## src/rtl/lcd_pkg.sv

```systemverilog
// Shared definitions for the HD44780 character-LCD reader and writer.
package lcd_pkg;

    typedef enum logic [2:0] {
        IDLE,
        ARB,
        SETUP,
        EHIGH,
        EHOLD,
        DONE
    } state_t;

    localparam logic RS_CMD  = 1'b0;
    localparam logic RS_DATA = 1'b1;
    localparam int unsigned BF_BIT = 7;

    localparam int unsigned T_AS_DEF     = 3;
    localparam int unsigned E_HIGH_DEF   = 25;
    localparam int unsigned E_LOW_DEF    = 25;
    localparam int unsigned POLL_MAX_DEF = 100000;

    function automatic int unsigned max3(input int unsigned a, input int unsigned b,
                                         input int unsigned c);
        int unsigned m;
        m = (a > b) ? a : b;
        return (m > c) ? m : c;
    endfunction

endpackage

```

## src/rtl/lcd_phase_timer.sv

```systemverilog
// Loadable down-counter timing one bus phase; done_c marks the phase's last cycle.
module lcd_phase_timer #(
    parameter int unsigned W = 5
) (
    input  logic         clk,
    input  logic         rst_n,
    input  logic         load,
    input  logic [W-1:0] len,
    output logic         done_c
);

    logic [W-1:0] cnt;

    always_ff @(posedge clk or negedge rst_n) begin
        if (!rst_n) begin
            cnt <= '0;
        end else if (load) begin
            cnt <= len - W'(1);
        end else if (cnt != '0) begin
            cnt <= cnt - W'(1);
        end
    end

    assign done_c = (cnt == '0);

endmodule

```

## src/rtl/lcd_reader.sv

```systemverilog
// Read-cycle controller for the HD44780 bus: busy-flag/address or data reads,
// with optional busy polling, behind a bus arbiter.
module lcd_reader
    import lcd_pkg::*;
#(
    parameter int unsigned T_AS     = T_AS_DEF,
    parameter int unsigned E_HIGH   = E_HIGH_DEF,
    parameter int unsigned E_LOW    = E_LOW_DEF,
    parameter int unsigned POLL_MAX = POLL_MAX_DEF
) (
    input  logic       clk,
    input  logic       rst_n,
    input  logic       req_valid,
    output logic       req_ready,
    input  logic       req_rs,
    input  logic       req_poll,
    output logic       rsp_valid,
    output logic [7:0] rsp_data,
    output logic       rsp_timeout,
    output logic       bus_req,
    input  logic       bus_gnt,
    input  logic [7:0] lcd_data_i,
    output logic       lcd_rs,
    output logic       lcd_rw,
    output logic       lcd_e
);

    localparam int unsigned PH_W = $clog2(max3(T_AS, E_HIGH, E_LOW) + 1);
    localparam int unsigned PC_W = $clog2(POLL_MAX + 1);

    state_t          state;
    logic            rs_q;
    logic            poll_q;
    logic [7:0]      rd;
    logic [PC_W-1:0] poll_cnt;

    logic            accept_c;
    logic            arb_go_c;
    logic            setup_end_c;
    logic            ehigh_end_c;
    logic            ehold_end_c;
    logic            repoll_c;
    logic            ph_load_c;
    logic [PH_W-1:0] ph_len_c;
    logic            ph_done_c;

    // Phase-boundary events; the timer reloads on every phase entry.
    always_comb begin
        accept_c    = req_valid && req_ready;
        arb_go_c    = (state == ARB) && bus_gnt;
        setup_end_c = (state == SETUP) && ph_done_c;
        ehigh_end_c = (state == EHIGH) && ph_done_c;
        ehold_end_c = (state == EHOLD) && ph_done_c;
        repoll_c    = ehold_end_c && poll_q && rd[BF_BIT] && (poll_cnt < PC_W'(POLL_MAX));
        ph_load_c   = arb_go_c || setup_end_c || ehigh_end_c || repoll_c;
        ph_len_c    = PH_W'(T_AS);
        if (setup_end_c) begin
            ph_len_c = PH_W'(E_HIGH);
        end else if (ehigh_end_c) begin
            ph_len_c = PH_W'(E_LOW);
        end
    end

    lcd_phase_timer #(
        .W(PH_W)
    ) u_timer (
        .clk   (clk),
        .rst_n (rst_n),
        .load  (ph_load_c),
        .len   (ph_len_c),
        .done_c(ph_done_c)
    );

    always_ff @(posedge clk or negedge rst_n) begin
        if (!rst_n) begin
            state       <= IDLE;
            req_ready   <= 1'b1;
            rsp_valid   <= 1'b0;
            rsp_data    <= 8'h00;
            rsp_timeout <= 1'b0;
            bus_req     <= 1'b0;
            lcd_rs      <= 1'b0;
            lcd_rw      <= 1'b0;
            lcd_e       <= 1'b0;
            rs_q        <= 1'b0;
            poll_q      <= 1'b0;
            rd          <= 8'h00;
            poll_cnt    <= '0;
        end else begin
            case (state)
                IDLE: begin
                    if (accept_c) begin
                        state     <= ARB;
                        req_ready <= 1'b0;
                        bus_req   <= 1'b1;
                        rs_q      <= req_rs;
                        poll_q    <= req_poll && (req_rs == RS_CMD);
                        poll_cnt  <= '0;
                    end
                end
                ARB: begin
                    if (arb_go_c) begin
                        state  <= SETUP;
                        lcd_rw <= 1'b1;
                        lcd_rs <= rs_q;
                    end
                end
                SETUP: begin
                    if (setup_end_c) begin
                        state <= EHIGH;
                        lcd_e <= 1'b1;
                    end
                end
                EHIGH: begin
                    if (ehigh_end_c) begin
                        state <= EHOLD;
                        lcd_e <= 1'b0;
                        rd    <= lcd_data_i;
                        if (poll_cnt != PC_W'(POLL_MAX)) begin
                            poll_cnt <= poll_cnt + PC_W'(1);
                        end
                    end
                end
                EHOLD: begin
                    // Polling keeps RW/RS asserted and the grant held between reads.
                    if (repoll_c) begin
                        state <= SETUP;
                    end else if (ehold_end_c) begin
                        state       <= DONE;
                        bus_req     <= 1'b0;
                        lcd_rw      <= 1'b0;
                        lcd_rs      <= 1'b0;
                        rsp_valid   <= 1'b1;
                        rsp_data    <= rd;
                        rsp_timeout <= poll_q && rd[BF_BIT];
                    end
                end
                DONE: begin
                    state     <= IDLE;
                    rsp_valid <= 1'b0;
                    req_ready <= 1'b1;
                end
                default: state <= IDLE;
            endcase
        end
    end

endmodule

```

## config.mk

```make
export PLATFORM = sky130hd
export DESIGN_NAME = lcd_reader
export DESIGN_NICKNAME = d
export VERILOG_FILES = /design/src/rtl/lcd_pkg.sv /design/src/rtl/lcd_phase_timer.sv /design/src/rtl/lcd_reader.sv
export SDC_FILE = /design/constraint.sdc
export NUM_CORES = 1
export LEC_CHECK = 0
export BUFFER_PORTS_ARGS = -buffer_cell sky130_fd_sc_hd__buf_2
export CAP_MARGIN = 20
export CORE_AREA = 3 3 78 80
export CTS_BUF_LIST = sky130_fd_sc_hd__clkbuf_4
export DETAILED_ROUTE_END_ITERATION = 16
export DIE_AREA = 0 0 81 83
export MAX_ROUTING_LAYER = met4
export PLACE_DENSITY = 0.67
export SKIP_CTS_REPAIR_TIMING = 1
export SLEW_MARGIN = 20
export SYNTH_ARGS = -nofsm -noshare
export SYNTH_HDL_FRONTEND = slang
export SYNTH_SLANG_ARGS = --single-unit
```

## constraint.sdc

```tcl
create_clock -name clk -period 2.3 [get_ports clk]
set_clock_uncertainty 0.1 [all_clocks]
set_input_delay 0.46 -clock clk [delete_from_list [all_inputs] [get_ports clk]]
set_output_delay 0.46 -clock clk [all_outputs]
set_load 0.005 [all_outputs]
```

Word-level counts from Yosys, hierarchy flattened
Cells that the tools add are included.
{"block": "totals", "reg_bits": 50, "input_bits": 14, "out_inout_bits": 15, "word_cells": 98}
{"block": "op_classes", "add_sub_neg": 3, "order_cmp": 1, "n_eq_ne": 14, "muxes": 31, "bitwise": 2, "n_reduce_logical": 33}
{"cell": "$mux 17", "count": 3}
{"cell": "$pmux 17 s2", "count": 1}
{"cell": "$mux 5", "count": 4}
{"cell": "$mux 3", "count": 6}
{"cell": "$add 17x1->17 const B", "count": 1}
{"cell": "$lt 17x17->1 const B", "count": 1}
{"cell": "$ne 17x17->1 const B", "count": 1}
{"cell": "$pmux 3 s5", "count": 1}
{"cell": "$reduce_bool 2->1", "count": 7}
{"cell": "$ne 2x2->1 const B", "count": 6}
{"cell": "$pmux 1 s2", "count": 6}
{"cell": "$reduce_and 4->1", "count": 3}
{"cell": "$logic_and 1x1->1", "count": 10}
{"cell": "$mux 1", "count": 10}
{"cell": "$sub 5x1->5 const B", "count": 2}
{"cell": "$reduce_and 3->1", "count": 3}
{"cell": "$eq 3x2->1 const B", "count": 2}
{"cell": "$eq 3x3->1 const B", "count": 2}
{"cell": "$reduce_and 2->1", "count": 3}
{"cell": "$logic_not 5->1", "count": 1}
{"cell": "$reduce_and 5->1", "count": 1}
{"cell": "$reduce_bool 5->1", "count": 1}
{"cell": "$eq 3x1->1 const B", "count": 1}
{"cell": "$logic_not 3->1", "count": 1}
{"cell": "other kinds (4)", "count": 7}

Depth between registers and ports, before layout
Gate-level depths: netlist of run 1.
{"block": "depth", "word_depth": 7, "depth_mapped": 11, "ltp_nobuf": 10}

Cells and area by module
A second synthesis of run 1 with hierarchy kept.
{"block": "unflattened", "cells_unflattened": 261, "hier_area_um2": 2620.0}
{"module": "lcd_reader", "n_inst": 1, "cells_each": 232, "area_each_um2": 2283.4, "seq_area_each_um2": 1127.3}
{"module": "lcd_phase_timer", "n_inst": 1, "cells_each": 29, "area_each_um2": 336.6, "seq_area_each_um2": 125.1}

Worst setup path after synthesis of run 1
No wires, ideal clock.
{"block": "synth_timing", "path_type": "register to register", "startpoint": "register u_timer.cnt[1]", "endpoint": "register u_timer.cnt[4]", "setup_time_ns": 0.127, "arrival_time_ns": 2.294, "required_time_ns": 2.073, "path_slack_ns": -0.221, "path_stages_with_launch": 11, "path_buffers": 0, "period_less_slack_ns": 2.521, "path_cell_list": "dfrtp_1 > or3_1 > nor3_1 > nand2_1 > o21a_1 > nor2b_1 > ha_1 > a2bb2oi_1 > nor2_1 > o22ai_1 > mux2i_1"}
{"block": "synth_via", "elab_chain_cells": 7, "elab_cells_between_ends": 18, "cone_classes": "add/sub: 2; mux: 4; reduce/logical: 12"}
{"item": "start: declaration", "line_no": "lcd_phase_timer.sv:12", "text": "logic [W-1:0] cnt;"}
{"item": "start signal: assignment", "line_no": "lcd_phase_timer.sv:18", "text": "cnt <= len - W'(1);"}
{"item": "start signal: assignment", "line_no": "lcd_phase_timer.sv:20", "text": "cnt <= cnt - W'(1);"}
{"item": "branches (longest 7 deep; another with $sub 5x1->5)"}
Parallel ways; which one is timed is not known. The select of a mux whose other input is x is not followed.
A chain may end at the register's enable or synchronous reset.

Final worst setup path of run 1
{"block": "layout_timing", "startpoint": "register poll_cnt[12]", "endpoint": "register u_timer.cnt[4]"}
{"block": "layout_via", "elab_chain_cells": 4, "elab_cells_between_ends": 5, "cone_classes": "order compare: 1; mux: 1; reduce/logical: 3"}
{"item": "start: declaration", "line_no": "lcd_reader.sv:35", "text": "logic [PC_W-1:0] poll_cnt;"}
{"item": "start signal: assignment", "line_no": "lcd_reader.sv:120", "text": "poll_cnt <= poll_cnt + PC_W'(1);"}
{"item": "$lt 17x17->1 *", "line_no": "lcd_reader.sv:54", "text": "repoll_c = ehold_end_c && poll_q && rd[BF_BIT] && (poll_cnt < PC_W'(POLL_MAX));"}
{"item": "$logic_and 1x1->1 *", "line_no": "lcd_reader.sv:54"}
{"item": "$logic_or 1x1->1 *", "line_no": "lcd_reader.sv:55", "text": "ph_load_c = arb_go_c || setup_end_c || ehigh_end_c || repoll_c;"}
{"item": "$mux 5 / $reduce_bool 2->1 (equally long branches)"}
Every way passes the cells marked *; elsewhere a longest branch is shown, timed or not.

==> impl_metrics.toml, run 1 <==
[sta]
worst_slew_pin_slew_ns = 0.519
worst_slack_ns = -0.00622
relSlewSlack_pct = 65.4
slew_violations = 0
timing.fmax_ghz = 0.434
fin_setup_tns_ns = -0.00622
rsz0062_at_grt = "true"
post-route-min-period_ns = 2.31
setup_violations = 1
fin_crit_sh_pct = 100
hold_viol = 0

[worst_setup_path]
rr_startpoint = "poll_cnt[12]"
cp-endpoint = "u_timer.cnt[4]"
r2r_cells = 10
crit_arrival_ns = 2.48
reg2reg_slack_ns = -0.006
endpoint_kind = "register"
cp_max_fo = 4
cp-start-kind = "register"
crit_start = "poll_cnt[12]"
critPathKind = "register to register"
worstPathRequired_ns = 2.47
r2r-end = "u_timer.cnt[4]"

[logic_synthesis]
yosys_warnings = 0
yosysTopAreaCell = "dfrtp_1"
synth_area_leaders = "dfrtp_1 (49%), mux2_2 (5.4%), nor2_1 (4.1%)"
synth_cell_type_count = 48
syn-num-nets = 252
ys_seq_area_share_pct = 50.2
ys_ff_latch = 50
synth-async-reset-ratio_pct = 100
yosys_most_used_dff = "dfrtp_1"
synth.top_cell.area_share_pct = 49.1
synth_area_per_cell_um2 = 10.6
syn_inst = 235
synth-edff-count = 0
synth.cell_area_um2 = 2500

[global_routing]
grt_pass1_wl_um = 9370
first_global_vias = 2006
grt_usage_pct = 18.0
grt_max_degree = 30
grt_antenna_before_repair = 0
grt_overflow = 0

[floorplan]
num_io_pins = 29
die_x_um = 81
row_count = 27
die_area_um2 = 6720
core_area_um2 = 5470
initial_utilization_pct = 45.6
die_y_um = 83

[placement]
place_ws_ns = -0.0351
gp_congestion = 0.900
dp_hpwl_um = 4000
port_buffers = 28

[power_and_ir_drop]
sw_frac_of_total_pct = 34.2
p_sw_uw = 921
combPwrFrac_pct = 34.1
power.density_nw_per_um2 = 874
p_clk_share_pct = 19.3
seqPwrFrac_pct = 46.6
totalPowerFinal_mw = 2.70
p_leak_nw = 1.40
ir_worst_vdd_mv = 0.471
p_int_mw = 1.78

[drt]
postRouteAntennaNets = 0
wl_met3_um = 285
drc_errors = 0
routed_via_density = 5.50
wirelength_um = 5490
drt-met1-wl_um = 2500
drt_iter0_markers = 122
post_drt_wl_per_cell_um = 15.0
top_layer = "met4"
dr_wl_met2_um = 2630
via_count = 2019
firstDrtPassIters = 4

[clock_tree]
cts_max_level = 2
clk_pin_slew_ns = 0.15
cts_tree = "built"
clock-sinks = 50
cts_root_buf = "clkbuf_4"
cts_buffer_depth = 2
clk-insertion-delay-late_ns = 0.37
cts_buffers = 5

[min_path]
hold_path_class = "input pin to register"

[final_layout]
final_cell_mix = "dfrtp_1 (48), buf_4 (31), buf_2 (28)"
mostFrequentLayoutCell = "dfrtp_1"
layout.nets = 311
diodes = 0
drive_above_1_share_pct = 34.6
syn_to_final_growth_pct = 23.6

[run_status]
status = "finished with violations"
violations = "negative setup slack"

[flow_run]
maxCapViolations = 0
==> worst min path at each step <==
stage                        startpoint  endpoint  cells after the start
after floorplan                   rst_n   bus_req                      0
after global placement            rst_n     lcd_e                      1
after detailed placement          rst_n     lcd_e                      1
after CTS                         rst_n     lcd_e                      1
after global routing      lcd_data_i[7]     rd[7]                      2
final                     lcd_data_i[6]     rd[6]                      2
==> synthesized netlist by cell type, types with 2 or more instances <==
library cell,number
nand4_1,7
nand4b_1,2
nand3_1,5
nor2b_1,2
inv_1,8
nor4_1,5
a31oi_1,4
o22ai_1,2
ha_1,3
o31ai_1,3
mux2_2,12
dfrtp_1,49
or4_1,3
nand3b_1,2
a21o_1,2
nor2_1,27
nor3_1,9
and3_1,5
or3_1,4
o21a_1,3
nor4b_2,2
nor3b_1,3
nand2b_1,2
xor2_1,6
a21oi_1,10
and2_1,2
mux2_4,5
o21ai_0,4
mux2i_1,3
nand2_1,9
xnor2_1,9
clkbuf_1,7
==> power groups by stage <==
| stage | combinational [mW] | clock, mW | sequential [mW] |
|---|---|---|---|
| 2_1_floorplan | 0.565 | 0 | 1.25 |
| 3_3_place_gp | 0.873 | 0 | 1.26 |
| 3_5_place_dp | 0.895 | 0 | 1.27 |
| 4_1_cts | 0.899 | 0.542 | 1.25 |
| 5_1_grt | 1.03 | 0.576 | 1.28 |
| 6_report | 0.920 | 0.521 | 1.26 |
==> registers in the layout, indices dropped and copies added (netlist names) <==
signal       count
poll_cnt        17
lcd_e            1
rs_q             1
u_timer.cnt      5
req_ready        1
rd               8
rsp_timeout      1
rsp_data         8
lcd_rw           1
rsp_valid        1
poll_q           1
lcd_rs           1
state            3
bus_req          1
==> worst max-delay path, stage by stage (launching register included) <==
cell       delay, ns
dfrtp_1         0.40
or4_4           0.57
nor2_4          0.10
a21oi_2         0.07
o21a_1          0.23
nor3b_1         0.15
ha_2            0.21
a2bb2oi_2       0.13
nor2_1          0.05
o22ai_1         0.12
mux2i_1         0.09
==> kinds of logic after synthesis <==
logic type | synth area share, %
flip-flops | 50.2
multiplexers | 9.62
adder cells (fa/ha/maj) | 1.50
AND/OR/NAND/NOR | 21.2
XOR/XNOR | 5.26
buffers and inverters | 3.21
AO/OA/AOI/OAI | 9.07
==> final cells by class <==
| cell class | instances | area, µm² |
|---|---|---|
| fill | 488 | 2390 |
| sequential | 50 | 1250 |
| multi-input combinational | 167 | 1210 |
| timing repair buffer | 62 | 423 |
| tap | 72 | 90.1 |
| clock buffer | 6 | 45.0 |
| clock inverter | 2 | 37.5 |
| inverter | 8 | 30.0 |
==> per-stage QoR <==
stage                     utilization, %  hold WS [ns]  instance area (µm²)  std cells
after floorplan                        -        0.0644                 2520        235
after global placement              54.2         0.355                 2970        356
after detailed placement            54.2         0.357                 2970        356
after CTS                           55.7       -0.0620                 3050        364
after global routing                56.4         0.195                 3090        367
final                               56.4         0.220                 3090        367
==> routing by layer <==
layer	track usage (%)	up-vias
li1	-	963
met1	24.3	984
met2	27.6	62
met3	3.80	10
met4	4.30	0
met5	-	-
Note: power is estimated with default switching activity, not from simulation.
==> run 2, diff against run 1 <==
MAX_ROUTING_LAYER = not set   (was met4)
PLACE_DENSITY = 0.73   (was 0.67)
==> impl_metrics.toml, run 2 (synthesized netlist as in run 1, its figures left out) <==
[min_path]
hold_path_class = "input pin to register"

[power_and_ir_drop]
totalPowerFinal_mw = 2.58
ir_worst_vdd_mv = 0.543
p_leak_nw = 1.38
power.density_nw_per_um2 = 851

[global_routing]
first_global_vias = 2009
grt_max_degree = 25
grt_pass1_wl_um = 9090
grt_usage_pct = 17.0
grt_overflow = 0
grt_antenna_before_repair = 0

[sta]
hold_viol = 0
fin_setup_tns_ns = -0.0679
slew_violations = 0
relSlewSlack_pct = 63.2
worst_slack_ns = -0.0548
setup_violations = 2
worst_slew_pin_slew_ns = 0.552
post-route-min-period_ns = 2.35
timing.fmax_ghz = 0.425
rsz0062_at_grt = "true"
fin_crit_sh_pct = 102

[worst_setup_path]
cp_max_fo = 4
cp_cell_sequence = "or4_4 -> nor2_4 -> a21oi_2 -> o21a_1 -> nor3b_2 -> ha_2 -> buf_4 -> buf_4 -> a21oi_1 -> a31oi_1"
crit_arrival_ns = 2.52
critPathKind = "register to register"
endpoint_kind = "register"
cp_common_cell = "buf_4"
crit_family = "simple AND/OR/NAND/NOR gates"
worstPathRequired_ns = 2.46
cp-start-kind = "register"
cp_slowest_cell = "or4_4"
cpPeakStageDelay_ns = 0.56
path_buf_inv = 2

[clock_tree]
cts_buffers = 5
clk_pin_slew_ns = 0.15
clock-sinks = 50
cts_buffer_depth = 2
cts_tree = "built"
cts_max_level = 2
cts_root_buf = "clkbuf_4"
clk-insertion-delay-late_ns = 0.37

[final_layout]
drive_above_1_share_pct = 33.9
layout.nets = 309
post-route-util_pct = 55.4
largest_reg_flops = 17
syn_to_final_growth_pct = 21.6
final_cell_mix = "dfrtp_1 (49), buf_4 (30), buf_2 (28)"
final-seq-area_um2 = 1250
multiInputGateArea_um2 = 1210
reg.largest.list = "poll_cnt x17, rd x8, rsp_data x8"
largest_register = "poll_cnt"
diodes = 0
fillers = 472
final_cells = 364
mostFrequentLayoutCell = "dfrtp_1"
final_area_um2 = 3030

[floorplan]
die_y_um = 83
core_area_um2 = 5470
die_x_um = 81
num_io_pins = 29
row_count = 27
initial_utilization_pct = 45.6
die_area_um2 = 6720

[drt]
postRouteAntennaNets = 0
wirelength_um = 5220
post_drt_wl_per_cell_um = 14.3
drt_iter0_markers = 63
routed_via_density = 5.38
firstDrtPassIters = 4
drc_errors = 0
via_count = 1960

[run_status]
violations = "negative setup slack"
status = "finished with violations"

[placement]
gp_congestion = 0.834
dp_hpwl_um = 3900
placed_area_um2 = 2950
port_buffers = 28
dp_cells = 355

[flow_run]
maxCapViolations = 0
## run 2: where the power goes
part           internal [mW]  switching [mW]  leakage (nW)
Sequential              1.07           0.173         0.590
Clock                  0.122           0.284        0.0321
Combinational          0.470           0.457         0.762
Total                   1.67           0.914          1.38
## run 2: worst paths after layout
kind,from,end,slack [ns],cells after the start
min,lcd_data_i[5],rd[5],0.21,2
max in group asynchronous,rst_n,poll_q,0.99,3
max,poll_cnt[14],u_timer.cnt[2],-0.05,10
min in group asynchronous,rst_n,poll_cnt[0],0.50,2
min reg2reg,lcd_e,lcd_e,0.41,1
max reg2reg,poll_cnt[14],u_timer.cnt[2],-0.05,10
## run 2: final cells by class
| type | count | share of cell area, % |
|---|---|---|
| Clock inverter | 2 | 0.577 |
| Multi-Input combinational cell | 167 | 39.9 |
| Sequential cell | 50 | 41.3 |
| Inverter | 8 | 0.990 |
| Clock buffer | 5 | 1.24 |
| Tap cell | 72 | 2.97 |
| Timing Repair Buffer | 60 | 13.0 |
## run 2: stage by stage
stage / hold slack [ns] / worst slack, ns
global route: 0.174 / -0.127
detailed placement: 0.379 / -0.00205
finish: 0.208 / -0.0548
CTS: -0.0392 / -0.0457
floorplan: 0.0644 / 0.00201
global placement: 0.358 / 0.0387
## run 2: metal layers
metal / routed length [µm] / global-route usage (%)
met2: 2500 / 26.7
met3: 248 / 4.23
met4: 122 / 5.99
met1: 2340 / 22.7
met5: 0 / 0
## run 2: worst register-to-register path, delay by kind of cell (launching register included)
kind,cells,cell delay [ns]
buffers and inverters,2,0.25
DFF,1,0.40
AOI/OAI and AO/OA,4,0.47
and+or+nand+nor,3,0.82
adders and majority gates,1,0.21
==> run 3, diff against run 2 <==
CORE_AREA = 3 3 72 74   (was 3 3 78 80)
DIE_AREA = 0 0 75 77   (was 0 0 81 83)
PLACE_DENSITY = 0.83   (was 0.73)
==> impl_metrics.toml, run 3 (synthesized netlist as in run 1, its figures left out) <==
[drt]
routed_via_density = 5.61
via_count = 1952
drc_errors = 0
wirelength_um = 5370
drt_iter0_markers = 105
postRouteAntennaNets = 0
post_drt_wl_per_cell_um = 15.4
firstDrtPassIters = 4

[clock_tree]
cts_buffers = 5
clock-sinks = 50
cts_root_buf = "clkbuf_4"
cts_buffer_depth = 2
cts_tree = "built"
clk_pin_slew_ns = 0.15
cts_max_level = 2
clk-insertion-delay-late_ns = 0.37

[final_layout]
post-route-util_pct = 65.1
fillers = 336
diodes = 0
syn_to_final_growth_pct = 21.6
drive_above_1_share_pct = 35.4
mostFrequentLayoutCell = "dfrtp_1"
largest_reg_flops = 17
largest_register = "poll_cnt"
layout.nets = 310
final_area_um2 = 3040
reg.largest.list = "poll_cnt x17, rd x8, rsp_data x8"
final_cells = 348
final_cell_mix = "dfrtp_1 (48), buf_4 (32), buf_2 (28)"

[worst_setup_path]
crit_family = "simple AND/OR/NAND/NOR gates"
cp_cell_sequence = "or4_4 -> nor2_4 -> a21oi_2 -> o21a_1 -> nor3b_2 -> ha_2 -> a2bb2oi_2 -> nor2_1 -> o22ai_1 -> mux2i_1"
cpPeakStageDelay_ns = 0.57
critPathKind = "register to register"
cp-start-kind = "register"
worstPathRequired_ns = 2.47
cp_max_fo = 3
path_buf_inv = 0
cp_slowest_cell = "or4_4"
crit_arrival_ns = 2.50
endpoint_kind = "register"

[placement]
dp_cells = 336
placed_area_um2 = 2920
place_ws_ns = -0.0235
gp_congestion = 0.883
dp_hpwl_um = 3900
port_buffers = 28

[sta]
relSlewSlack_pct = 59.7
timing.hold.ws_ns = 0.0613
timing.fmax_ghz = 0.430
rsz0062_at_grt = "true"
worst_slack_ns = -0.0281
post-route-min-period_ns = 2.33
fin_setup_tns_ns = -0.0281
fin_crit_sh_pct = 101
setup_violations = 1
hold_viol = 0
worst_slew_pin_slew_ns = 0.604
slew_violations = 0

[floorplan]
die_y_um = 77
core_area_um2 = 4660
row_count = 25
initial_utilization_pct = 53.6
num_io_pins = 29
die_area_um2 = 5780
die_x_um = 75

[global_routing]
grt_max_degree = 51
first_global_vias = 2048
grt_antenna_before_repair = 0
grt_overflow = 0
grt_pass1_wl_um = 9340
grt_usage_pct = 20.6

[min_path]
hold_path_class = "input pin to async pin"

[power_and_ir_drop]
ir_worst_vdd_mv = 0.556
power.density_nw_per_um2 = 858
p_leak_nw = 1.40
totalPowerFinal_mw = 2.60

[run_status]
status = "finished with violations"
violations = "negative setup slack"

[flow_run]
maxCapViolations = 0
-- run 3: changes by cell type in the layout (fill, tap and decap cells not counted), sizes merged --
cell         before  now
clkinv            0    1
buf              59   61
dlygate4sd3       1    0
-- run 3: path summary, 6_finish.rpt --
check | to | startpoint | slack [ns] | cells past startpoint
setup / recovery | u_timer.cnt[4] | poll_cnt[12] | -0.03 | 10
hold / removal | poll_cnt[6] | rst_n | 0.06 | 2
setup reg to reg | u_timer.cnt[4] | poll_cnt[12] | -0.03 | 10
hold reg to reg | lcd_rw | lcd_rw | 0.40 | 1
max in group asynchronous | poll_cnt[6] | rst_n | 1.62 | 2
min in group clk | rd[3] | lcd_data_i[3] | 0.21 | 2
-- run 3: routing by layer --
layer / vias to the layer above / global-route usage, % / share of wire, %
met5: - / 0 / 0
met4: 0 / 5.52 / 0.76
met1: 929 / 27.1 / 44
li1: 956 / - / -
met2: 62 / 34.0 / 50
met3: 5 / 4.59 / 5.6
-- run 3: where the power goes --
group	switching, mW	total, mW	internal (mW)
registers	0.176	1.25	1.07
logic	0.468	0.929	0.460
clock network	0.298	0.424	0.126
-- run 3: worst register-to-register path: stages, from the launching register on --
cell	delay, ns
dfrtp_1	0.44
or4_4	0.57
nor2_4	0.10
a21oi_2	0.07
o21a_1	0.22
nor3b_2	0.16
ha_2	0.20
a2bb2oi_2	0.11
nor2_1	0.05
o22ai_1	0.13
mux2i_1	0.09
-- run 3: layout make-up --
| type | instances | area [µm²] | area share (%) |
|---|---|---|---|
| Clock buffer | 5 | 37.5 | 1.24 |
| Timing Repair Buffer | 61 | 400 | 13.2 |
| Sequential cell | 50 | 1250 | 41.3 |
| Multi-Input combinational cell | 167 | 1220 | 40.3 |
| Tap cell | 54 | 67.6 | 2.23 |
| Inverter | 8 | 30.0 | 0.989 |
| Clock inverter | 3 | 22.5 | 0.742 |
